## config.mk

```make
export PLATFORM = sky130hd
export DESIGN_NAME = fp_divider_seq
export DESIGN_NICKNAME = d
export VERILOG_FILES = /design/src/rtl/fp_pkg.sv /design/src/rtl/fp_div_mant_step.sv /design/src/rtl/fp_divider_seq.sv
export SDC_FILE = /design/constraint.sdc
export NUM_CORES = 1
export LEC_CHECK = 0
export CAP_MARGIN = 20
export CORE_MARGIN = 3
export CORE_UTILIZATION = 38
export DETAILED_ROUTE_END_ITERATION = 10
export GPL_TIMING_DRIVEN = 0
export PLACE_DENSITY = 0.59
export REMOVE_ABC_BUFFERS = 1
export SETUP_SLACK_MARGIN = 0.4
export SYNTH_ARGS = -nofsm -noshare
export SYNTH_HDL_FRONTEND = slang
export SYNTH_SLANG_ARGS = --single-unit
```

## constraint.sdc

```tcl
create_clock -name clk -period 3.3 [get_ports clk]
set_input_delay 0.495 -clock clk [delete_from_list [all_inputs] [get_ports clk]]
set_output_delay 0.495 -clock clk [all_outputs]
set_load 0.005 [all_outputs]
```

## src/rtl/fp_pkg.sv

```systemverilog
// Shared single-precision helpers for the FP datapath blocks: field widths,
// special encodings, field extraction and the divider FSM state type.
// No ports; imported by fp_divider_seq and fp_div_mant_step.
package fp_pkg;

  localparam int FP_EXP_W  = 8;
  localparam int FP_MANT_W = 23;
  localparam int FP_BIAS   = 127;

  localparam logic [7:0]  FP_EXP_INF = 8'hFF;
  localparam logic [31:0] FP_POS_INF = 32'h7F80_0000;

  typedef enum logic [1:0] {
    IDLE,
    DIV,
    NORM,
    SPEC
  } fp_div_state_t;

  function automatic logic fp_sign(input logic [31:0] x);
    return x[31];
  endfunction

  function automatic logic [7:0] fp_exp(input logic [31:0] x);
    return x[30:23];
  endfunction

  function automatic logic [22:0] fp_frac(input logic [31:0] x);
    return x[22:0];
  endfunction

endpackage

```

## src/rtl/fp_div_mant_step.sv

```systemverilog
// One restoring radix-2 division step, purely combinational.
// Ports: rem_i (partial remainder), mb_i (divisor mantissa with hidden 1)
//        -> rem_next_o (remainder for the next step), q_bit_o (quotient bit).
module fp_div_mant_step
  import fp_pkg::*;
#(
  parameter int MANT_W = FP_MANT_W
) (
  input  logic [MANT_W+1:0] rem_i,
  input  logic [MANT_W:0]   mb_i,
  output logic [MANT_W+1:0] rem_next_o,
  output logic              q_bit_o
);

  logic [MANT_W+1:0] diff;
  logic [MANT_W+1:0] kept;

  // Compare first, shift afterwards: the first step then weighs ma directly
  // against mb, so N steps yield floor(ma * 2^(N-1) / mb) and the remainder
  // (always < mb after the subtract) still fits after the shift.
  assign q_bit_o    = (rem_i >= {1'b0, mb_i});
  assign diff       = rem_i - {1'b0, mb_i};
  assign kept       = q_bit_o ? diff : rem_i;
  assign rem_next_o = kept << 1;

endmodule

```

## src/rtl/fp_divider_seq.sv

```systemverilog
// Sequential single-precision divider, result = a / b, one quotient bit per clock.
// Ports: clk, rst_n (async, active-low); start/a/b request; busy while in flight;
//        done pulse with result and div_by_zero, both held until the next done.
module fp_divider_seq
  import fp_pkg::*;
#(
  parameter int EXP_W  = FP_EXP_W,
  parameter int MANT_W = FP_MANT_W,
  parameter int BIAS   = FP_BIAS
) (
  input  logic        clk,
  input  logic        rst_n,
  input  logic        start,
  input  logic [31:0] a,
  input  logic [31:0] b,
  output logic        busy,
  output logic        done,
  output logic [31:0] result,
  output logic        div_by_zero
);

  localparam int N_IT = MANT_W + 2;
  localparam logic signed [EXP_W+1:0] E_MAX = (EXP_W+2)'((1 << EXP_W) - 1);

  fp_div_state_t            state_q;
  logic [4:0]               cnt_q;
  logic                     sign_q;
  logic                     eb_zero_q;
  logic signed [EXP_W+1:0]  ed_q;
  logic [MANT_W:0]          mb_q;
  logic [MANT_W+1:0]        rem_q;
  logic [MANT_W+1:0]        q_q;
  logic                     done_q;
  logic [31:0]              result_q;
  logic                     dbz_q;

  logic [MANT_W+1:0]        rem_d;
  logic                     q_bit_d;
  logic signed [EXP_W+1:0]  e_norm;
  logic [MANT_W-1:0]        frac_norm;
  logic [31:0]              res_norm_d;

  fp_div_mant_step #(.MANT_W(MANT_W)) u_step (
    .rem_i      (rem_q),
    .mb_i       (mb_q),
    .rem_next_o (rem_d),
    .q_bit_o    (q_bit_d)
  );

  // Quotient lies in [2^(N_IT-2), 2^N_IT): its top bit decides whether the
  // leading one sits one place high (keep exponent) or not (exponent - 1).
  always_comb begin
    e_norm     = q_q[MANT_W+1] ? ed_q : ed_q - 1'b1;
    frac_norm  = q_q[MANT_W+1] ? q_q[MANT_W:1] : q_q[MANT_W-1:0];
    res_norm_d = {sign_q, e_norm[EXP_W-1:0], frac_norm};
    if (e_norm >= E_MAX) begin
      res_norm_d = {sign_q, FP_EXP_INF, {MANT_W{1'b0}}};
    end else if (e_norm <= 0) begin
      res_norm_d = {sign_q, {(EXP_W+MANT_W){1'b0}}};
    end
  end

  always_ff @(posedge clk or negedge rst_n) begin
    if (!rst_n) begin
      state_q   <= IDLE;
      cnt_q     <= '0;
      sign_q    <= 1'b0;
      eb_zero_q <= 1'b0;
      ed_q      <= '0;
      mb_q      <= '0;
      rem_q     <= '0;
      q_q       <= '0;
      done_q    <= 1'b0;
      result_q  <= '0;
      dbz_q     <= 1'b0;
    end else begin
      done_q <= 1'b0;
      case (state_q)
        IDLE: begin
          // A start coinciding with the done pulse is held off one cycle.
          if (start && !done_q) begin
            sign_q    <= fp_sign(a) ^ fp_sign(b);
            eb_zero_q <= (fp_exp(b) == '0);
            ed_q      <= {2'b00, fp_exp(a)} - {2'b00, fp_exp(b)} + (EXP_W+2)'(BIAS);
            mb_q      <= {1'b1, fp_frac(b)};
            rem_q     <= {2'b01, fp_frac(a)};
            q_q       <= '0;
            cnt_q     <= '0;
            state_q   <= (fp_exp(a) == '0 || fp_exp(b) == '0) ? SPEC : DIV;
          end
        end
        DIV: begin
          rem_q <= rem_d;
          q_q   <= {q_q[MANT_W:0], q_bit_d};
          cnt_q <= cnt_q + 5'd1;
          if (cnt_q == 5'(N_IT - 1)) begin
            state_q <= NORM;
          end
        end
        NORM: begin
          result_q <= res_norm_d;
          dbz_q    <= 1'b0;
          done_q   <= 1'b1;
          state_q  <= IDLE;
        end
        SPEC: begin
          result_q <= eb_zero_q ? {sign_q, FP_EXP_INF, {MANT_W{1'b0}}}
                                : {sign_q, {(EXP_W+MANT_W){1'b0}}};
          dbz_q    <= eb_zero_q;
          done_q   <= 1'b1;
          state_q  <= IDLE;
        end
        default: state_q <= IDLE;
      endcase
    end
  end

  assign busy        = (state_q != IDLE);
  assign done        = done_q;
  assign result      = result_q;
  assign div_by_zero = dbz_q;

endmodule

```

# ---- Word level (Yosys, flattened, before mapping)
# Index checks and enable logic that the tools add are counted.
dict set report totals {
  reg_bits 127
  in_bits 67
  output_inout_bits 35
  wordCells 58
}
dict set report classes {
  n_addsub 5
  n_lt_le_gt_ge 3
  eq_ne 6
  muxes 19
  bitwise 1
  reduce_logical 13
}
# operator count
set op_table {}
lappend op_table {{$pmux 25 s2} 2}
lappend op_table {{$mux 31} 3}
lappend op_table {{$pmux 32 s2} 1}
lappend op_table {{$mux 25} 2}
lappend op_table {{$ge 25x24->1} 1}
lappend op_table {{$mux 24} 1}
lappend op_table {{$sub 24x24->24} 1}
lappend op_table {{$mux 23} 1}
lappend op_table {{$logic_not 8->1} 2}
lappend op_table {{$add 9x8->10 const B} 1}
lappend op_table {{$ge 10x9->1 const B} 1}
lappend op_table {{$le 10x1->1 const B} 1}
lappend op_table {{$mux 10} 1}
lappend op_table {{$pmux 5 s2} 1}
lappend op_table {{$sub 10x1->10 const B} 1}
lappend op_table {{$sub 8x8->9} 1}
lappend op_table {{$mux 2} 3}
lappend op_table {{$pmux 2 s3} 1}
lappend op_table {{$reduce_and 2->1} 3}
lappend op_table {{$reduce_bool 2->1} 3}
lappend op_table {{$add 5x1->5 const B} 1}
lappend op_table {{$eq 5x5->1 const B} 1}
lappend op_table {{$mux 5} 1}
lappend op_table {{$eq 2x2->1 const B} 2}
lappend op_table {{other kinds (10)} 11}

# ---- Logic depth before layout (Yosys ltp)
# Gate-level depths: netlist of the first run.
dict set report depth {
  word_depth 6
  depth_mapped 13
  depth_no_buf 12
}

# ---- Hierarchy
# From an unflattened synthesis of the first run, not the netlist that was laid out.
dict set report hier_totals {
  hier_cells 923
  area_unflattened_um2 7892.6
}
# module instances cells_each area_per_inst_um2 seq_area_each_um2
set by_module_without_submodules {}
lappend by_module_without_submodules {fp_divider_seq 1 644 6152.2 3178.0}
lappend by_module_without_submodules {fp_div_mant_step 1 279 1740.4 0.0}

# ---- Worst setup path after synthesis of the first run
# OpenSTA, ideal clock, no wires.
dict set report synth_timing {
  path_kind {input to register}
  from {input a[23]}
  to {register ed_q[7]}
  setup_ns 0.136
  t_arrival_ns 2.634
  t_required_ns 3.164
  path_slack_ns 0.530
  path_stages 12
  path_buffers 0
  path_cell_list {inv_1 > ha_1 > inv_1 > fa_1 > a21o_1 > a21oi_1 > o21bai_1 > a211oi_1 > a21oi_1 > a2111oi_0 > xnor2_1 > o21ai_0}
}
dict set report synth_via {
  elab_chain_len 2
}
# element line_no
set synth_lines {}
lappend synth_lines {{start, declared} fp_divider_seq.sv:14} ;# input logic [31:0] a,
lappend synth_lines {{$sub 8x8->9} fp_divider_seq.sv:84} ;# ed_q <= {2'b00, fp_exp(a)} - {2'b00, fp_exp(b)} + (EXP_W+2)'(BIAS);
lappend synth_lines {{$add 9x8->10} fp_divider_seq.sv:84}
lappend synth_lines {{end signal, assigned} fp_divider_seq.sv:84}
lappend synth_lines {{end, declared} fp_divider_seq.sv:29} ;# logic signed [EXP_W+1:0] ed_q;
# No other way between the ends.
# A chain may end at the register's enable or synchronous reset.

# ---- Worst setup path after layout of the first run
dict set report layout_timing {
  from {register rem_q[9]}
  to {register rem_q[1]}
}
dict set report layout_via {
  elab_chain_len 3
}
# element line_no
set layout_lines {}
lappend layout_lines {{start, declared} fp_divider_seq.sv:31} ;# logic [MANT_W+1:0] rem_q;
lappend layout_lines {{start signal, assigned} fp_divider_seq.sv:86} ;# rem_q <= {2'b01, fp_frac(a)};
lappend layout_lines {{start signal, assigned} fp_divider_seq.sv:93} ;# rem_q <= rem_d;
lappend layout_lines {{$ge 25x24->1} fp_div_mant_step.sv:21} ;# assign q_bit_o = (rem_i >= {1'b0, mb_i});
lappend layout_lines {{$mux 24} fp_div_mant_step.sv:23} ;# assign kept = q_bit_o ? diff : rem_i;
lappend layout_lines {{$pmux 25 s2} fp_divider_seq.sv:78} ;# case (state_q)
# No other way between the ends.

==> results of run 1 <==
==> logic make-up after synthesis <==
group           after synthesis  share of synthesized area
flops                       127                      0.418
buf+inv                     125                     0.0658
fa+ha+maj                    38                     0.0645
simple gates                252                      0.155
compound gates              241                      0.195
xor+xnor                     40                     0.0461
mux                          42                     0.0558
==> synthesized netlist by cell type, drive strengths merged, types with 2 or more instances <==
master | number | area, um2
mux2i | 39 | 390
o31a | 4 | 36.3
nand2b | 5 | 31.3
nand2 | 128 | 480
nand3 | 11 | 55.1
inv | 80 | 300
or2 | 5 | 31.3
a21oi | 42 | 210
o32a | 3 | 31.3
and3 | 14 | 87.6
nor4 | 8 | 50.1
or4 | 3 | 22.5
a21o | 16 | 120
xor2 | 19 | 166
o21ai | 90 | 454
a31oi | 9 | 56.3
or3 | 3 | 18.8
o31ai | 8 | 60.1
a211oi | 4 | 30.0
xnor2 | 21 | 184
o22ai | 24 | 150
dfrtp | 127 | 3180
mux2 | 3 | 33.8
nor3b | 2 | 15.0
a211o | 4 | 35.0
nor3 | 12 | 65.1
a21boi | 2 | 15.0
clkbuf | 36 | 135
nand4 | 7 | 43.8
buf | 9 | 65.1
ha | 36 | 450
and2 | 2 | 15.0
o221ai | 4 | 35.0
o21bai | 2 | 15.0
o21a | 8 | 60.1
a2111oi | 3 | 26.3
o2111ai | 4 | 35.0
o211ai | 2 | 15.0
nor2 | 34 | 128
nor2b | 9 | 56.3
fa | 2 | 40.0
a22oi | 5 | 37.5
nand3b | 3 | 22.5
==> cell type report <==
class | count | area (um2)
multi-input combinational | 614 | 4110
fill | 1895 | 9820
sequential | 127 | 3190
inverter | 80 | 300
tap | 265 | 332
clock inverter | 14 | 180
timing repair buffer | 116 | 1230
clock buffer | 18 | 439
==> power breakdown <==
part | internal (mW) | leakage, nW | switching [mW]
clock network | 1.22 | 0.297 | 0.753
registers | 2.18 | 1.61 | 0.488
logic | 2.48 | 2.31 | 2.81
==> sequential cells by signal (all words and copies together), names as in the netlist <==
| register | count |
|---|---|
| q_q | 25 |
| ed_q | 10 |
| cnt_q | 5 |
| sign_q | 1 |
| rem_q | 25 |
| div_by_zero | 1 |
| state_q | 2 |
| eb_zero_q | 1 |
| done | 1 |
| mb_q | 24 |
| result | 32 |
==> stage by stage <==
step           area [um2]  utilization  instances  power (mW)  setup slack, ps
5_1_grt              9770        0.499       1234        10.8              384
2_1_floorplan        7410            -        820        6.34            -4230
6_report             9770        0.499       1234        9.94              529
3_5_place_dp         8910        0.455       1195        7.66             -361
3_3_place_gp         8750        0.447       1186        7.55            -9710
4_1_cts              9630        0.492       1231        9.83              419
==> repair_timing <==
item,4_1_cts,5_1_grt
setup buffers,3,3
hold buffers,0,0
endpoints found under the setup margin,46,45
resized for setup,18,18
cloned,1,0
pin swaps,2,5
==> per-layer routing <==
layer	vias to the layer above	GRT usage	share of wire
met1	2992	0.234	0.47
met3	16	0.0365	0.034
met5	-	0	0
met2	97	0.296	0.49
met4	0	0.0373	0.0085
li1	3211	-	-
==> worst paths after layout <==
check	end	depth (start not counted)	start	slack [ps]
max in group asynchronous	state_q[1]$_DFFE_PN0P_	2	rst_n	2510
min in group clk	mb_q[23]$_DFFE_PN0P_	2	mb_q[23]$_DFFE_PN0P_	460
min reg2reg	mb_q[23]$_DFFE_PN0P_	2	mb_q[23]$_DFFE_PN0P_	460
max reg2reg	rem_q[1]$_DFFE_PN0P_	9	rem_q[9]$_DFFE_PN0P_	530
max	rem_q[1]$_DFFE_PN0P_	9	rem_q[9]$_DFFE_PN0P_	530
min	result[20]$_DFFE_PN0P_	1	rst_n	8
==> critical path, stage by stage (launching register included) <==
cell       delay [ps]
dfrtp_1           420
ha_4              320
nand4_1           170
or4_1             570
nor4_2            240
a2111oi_0         100
o31a_2            170
and2_4            220
mux2i_1           130
a221o_1           310
==> key figures, run 1 <==
Routing
  • Via density: 5.12
  • Post-DR wirelength/cell: 15.1 um
  • TritonRoute pass-1 iters: 4
  • # DRC: 0
  • Routed vias: 6316
  • Initial DRC Count: 310
  • Overall routed net length: 18.6 mm
  • ANT nets after route: 0

Power
  • Max VDD drop: 0.532 mV
  • P_leak: 4.22 nW
  • P per Cell Area: 1020 nW/um2

Finish
  • Most frequent cells in the layout: 126 x nand2_1, 125 x dfrtp_1, 100 x clkdlybuf4s50_1
  • # diodes: 0
  • Area growth, synth to finish: 28.5%
  • Final-stage net count: 1061
  • Layout cell share with drive strength beyond 1: 0.0877
  • Most common cell after layout, fill and taps aside: nand2_1

Placed design
  • GP Congestion: 0.817
  • Dpl hpwl: 12.9 mm
  • IO Port Bufs: 101

Hold path
  • Hold WC Path Type: input pin to async pin

Synthesis
  • Yosys warnings: 0
  • Netlist Area Pre-Place: 7610 um2
  • Mean Syn Cell Area: 8.79 um2
  • Seq cells post-synth: 127
  • Top FF cell, synth: dfrtp_1
  • Syn Inst Count: 865
  • Yosys cell types: 65
  • FFs w/ async S/R, synth: 1.00
  • Register area share after synthesis: 0.418
  • Post-synth EDFFs: 0

Setup path
  • CP Launch Type: flip-flop
  • CP max FO: 12
  • Worst Path Arrival: 3080 ps
  • Critical path type: flip-flop to flip-flop
  • WP data required: 3610 ps
  • Worst Setup End Kind: flip-flop

Timing
  • Min cycle time layout: 2770 ps
  • Final period utilization: 0.840
  • Slew headroom: 0.350
  • Fmax: 361 MHz
  • Final number of hold-violating endpoints: 0
  • Setup tns final: 0 ps
  • Worst Skew: 8.28 ps
  • Hold WS: 7.82 ps
  • RSZ-0062 raised after global routing: true
  • Worst-Margin Slew: 976 ps
  • Final slew viol count: 0
  • Endpoints failing setup: 0

Global route
  • Vias in the first global route: 6260
  • GRT Overall Usage: 0.175
  • Largest net degree at the start of global routing: 79
  • First-pass GRT wire length: 31.2 mm
  • GRT overflow: 0
  • Initial antenna violation count: 0

Clocking
  • Clk_lat worst skew: 420 ps
  • # H-tree levels: 4
  • CTS tree: done
  • Root Buffer: clkbuf_16
  • Num CTS Buffers: 17
  • Clk slew on worst S/H paths: 60 ps
  • Buffer depth of the longest clock path: 2
  • Clock sinks: 127

Floorplan
  • Top Ports: 102
  • Die X: 147 um
  • Die ar.: 21700 um2
  • Site Rows: 51
  • Die span in y: 147 um
  • Core area: 19600 um2
  • Initial Util: 0.388

Job
  • Max cap viols: 0

Outcome
  • Status: finished clean
Power figures use the tool's default switching activity.
==> inputs of run 2 (changes only) <==
==> constraint.sdc (replaced) <==
create_clock -name clk -period 2.7 [get_ports clk]
set_input_delay 0.405 -clock clk [delete_from_list [all_inputs] [get_ports clk]]
set_output_delay 0.405 -clock clk [all_outputs]
set_load 0.005 [all_outputs]
==> key figures, run 2 (same netlist as run 1, synthesis figures left out) <==
Job
  • Max cap viols: 0 (unchanged)

Timing
  • Final period utilization: 0.931 (+0.0909)
  • Final slew viol count: 0 (unchanged)
  • Final number of hold-violating endpoints: 0 (unchanged)
  • Setup tns final: 0 ps (unchanged)
  • Worst-Margin Slew: 567 ps (-409 ps)
  • Slew headroom: 0.621 (+0.272)
  • RSZ-0062 raised after global routing: true
  • Fmax: 398 MHz (+10%)
  • Min cycle time layout: 2510 ps (-258 ps)
  • Endpoints failing setup: 0 (unchanged)
  • Worst Skew: 8.16 ps (-0.114 ps)

Routing
  • Initial DRC Count: 319 (+2.9%)
  • ANT nets after route: 0 (unchanged)
  • Via density: 5.25 (+2.5%)
  • Post-DR wirelength/cell: 16.4 um (+8.4%)
  • # DRC: 0 (unchanged)
  • Routed vias: 6933 (+9.8%)
  • Overall routed net length: 21.6 mm (+16%)
  • TritonRoute pass-1 iters: 5 (+1)

Global route
  • First-pass GRT wire length: 34.7 mm (+11%)
  • Vias in the first global route: 6881 (+9.9%)
  • GRT overflow: 0 (unchanged)
  • Initial antenna violation count: 0 (unchanged)
  • Largest net degree at the start of global routing: 79 (unchanged)
  • GRT Overall Usage: 0.196 (+0.0212)

Floorplan
  • Die span in y: 147 um (unchanged)
  • Die ar.: 21700 um2 (unchanged)
  • Site Rows: 51 (unchanged)
  • Top Ports: 102 (unchanged)
  • Initial Util: 0.388 (unchanged)
  • Die X: 147 um (unchanged)
  • Core area: 19600 um2 (unchanged)

Setup path
  • CP max FO: 6 (-6)
  • Setup crit start: rem_q[2]$_DFFE_PN0P_
  • CP Launch Type: flip-flop
  • Worst Setup End Kind: flip-flop
  • R2r startpoint: rem_q[2]$_DFFE_PN0P_
  • Reg2Reg Setup Slack: 190 ps (-340 ps)
  • Critical path type: flip-flop to flip-flop
  • WP data required: 3000 ps (-610 ps)
  • Worst Path Arrival: 2820 ps (-260 ps)

Placed design
  • Dpl hpwl: 12.9 mm (unchanged)
  • IO Port Bufs: 101 (unchanged)
  • GP Congestion: 0.817 (unchanged)
  • Placed cell area: 8910 um2 (unchanged)
  • Cells after DPL: 1195 (unchanged)

Clocking
  • Clock sinks: 127 (unchanged)
  • Buffer depth of the longest clock path: 2 (unchanged)
  • Root Buffer: clkbuf_16
  • Clk_lat worst skew: 430 ps (about the same)
  • Num CTS Buffers: 17 (unchanged)
  • CTS tree: done
  • # H-tree levels: 4 (unchanged)
  • Clk slew on worst S/H paths: 60 ps (about the same)

Power
  • P per Cell Area: 1290 nW/um2 (+26%)
  • Int Power: 8.60 mW (+46%)
  • Combinational share of power: 0.607 (+0.074)
  • Total power draw: 14.5 mW (+46%)
  • Sw frac: 0.408 (about the same)
  • Psw: 5.94 mW (+47%)
  • Max VDD drop: 0.683 mV (+28%)
  • P_leak: 4.81 nW (+14%)
  • Clock network power share: 0.167 (-0.031)
  • Part of the power in registers: 0.227 (-0.041)

Finish
  • Most common cell after layout, fill and taps aside: nand2_1
  • Area growth, synth to finish: 48.7%
  • # diodes: 0 (unchanged)
  • Final Cell Area: 11300 um2 (+16%)
  • Most frequent cells in the layout: 126 x nand2_1, 122 x dfrtp_1, 94 x clkdlybuf4s50_1
  • Post-route insts no fill: 1321 (+7.1%)
  • Final-stage net count: 1148 (+8.2%)
  • Layout cell share with drive strength beyond 1: 0.277 (+0.189)
  • Max reg flops: 32 (unchanged)

Hold path
  • Hold WC Path Type: input pin to flip-flop
  • Min-delay src: b[28]

Outcome
  • Status: finished clean
## run 2: cell types whose count changed in the layout (fill, tap and decap cells not counted), sizes merged
cell	before	now
and2	3	5
clkdlybuf4s50	100	94
nand2	128	131
buf	16	97
clkbuf	18	19
dlygate4sd3	0	1
dlymetal6s2s	0	2
clkdlybuf4s15	0	1
dlygate4sd2	0	2
## run 2: cell type report
class                           instances  area, um2
Sequential cell                       127       3190
Timing Repair Buffer                  198       1940
Multi-Input combinational cell        619       4930
Inverter                               80        303
Clock buffer                           18        439
Tap cell                              265        332
Clock inverter                         14        180
Fill cell                            1681       8280
## run 2: timing repair
action / CTS / global route
endpoints found under the setup margin: 115 / 61
gates cloned: 6 / 0
gates resized for setup: 154 / 69
buffers inserted: 59 / 28
hold buffers: 1 / 0
hold endpoints to repair: 49 / 0
pin swaps: 75 / 47
## run 2: critical path, cell delays in order, from the launching register on
cell and delay (ps):
dfrtp_1 420, ha_4 290, nand3_2 80, or4_4 550, nor4_4 200, a2111oi_2 60, o31a_2 170, and2_4 210
buf_4 150, a31oi_1 160, o21ai_1 90
## run 2: worst paths after layout
kind                                           to  cells after the start
max in group asynchronous  state_q[1]$_DFFE_PN0P_                      3
max                         rem_q[19]$_DFFE_PN0P_                     10
min reg2reg                   ed_q[5]$_DFFE_PN0P_                      2
min in group asynchronous  result[20]$_DFFE_PN0P_                      2
max reg2reg                 rem_q[19]$_DFFE_PN0P_                     10
min                         eb_zero_q$_DFFE_PN0P_                      4
## run 2: power by group through the flow
stage	Combinational [mW]	Clock [mW]	Sequential [mW]
global placement	5.95	0	3.28
global route	9.66	2.55	3.39
CTS	8.05	2.45	3.27
detailed placement	6.09	0	3.28
finish	8.83	2.42	3.30
floorplan	4.61	0	3.14
## run 2: per-layer routing
layer,up-vias,wire length (um),global-route usage
met3,28,800,0.0340
met2,146,11000,0.345
li1,3382,-,-
met5,-,0,0
met1,3377,9470,0.247
met4,0,392,0.0601
## run 2: through the flow
step	setup WS (ps)	hold slack [ps]	utilization
floorplan	-4830	109	-
global placement	-10310	434	0.447
detailed placement	-871	383	0.455
CTS	225	484	0.555
global route	114	423	0.578
finish	187	421	0.578
==> inputs of run 3 (changes only) <==
--- a/config.mk
+++ b/config.mk
@@ -8,6 +8,7 @@
 export CAP_MARGIN = 20
 export CORE_MARGIN = 3
 export CORE_UTILIZATION = 38
+export CTS_BUF_LIST = sky130_fd_sc_hd__clkbuf_8 sky130_fd_sc_hd__clkbuf_16
 export DETAILED_ROUTE_END_ITERATION = 10
 export GPL_TIMING_DRIVEN = 0
 export PLACE_DENSITY = 0.59
==> results of run 3 <==
The final DEF is identical to that of run 2; final timing and power are the same.
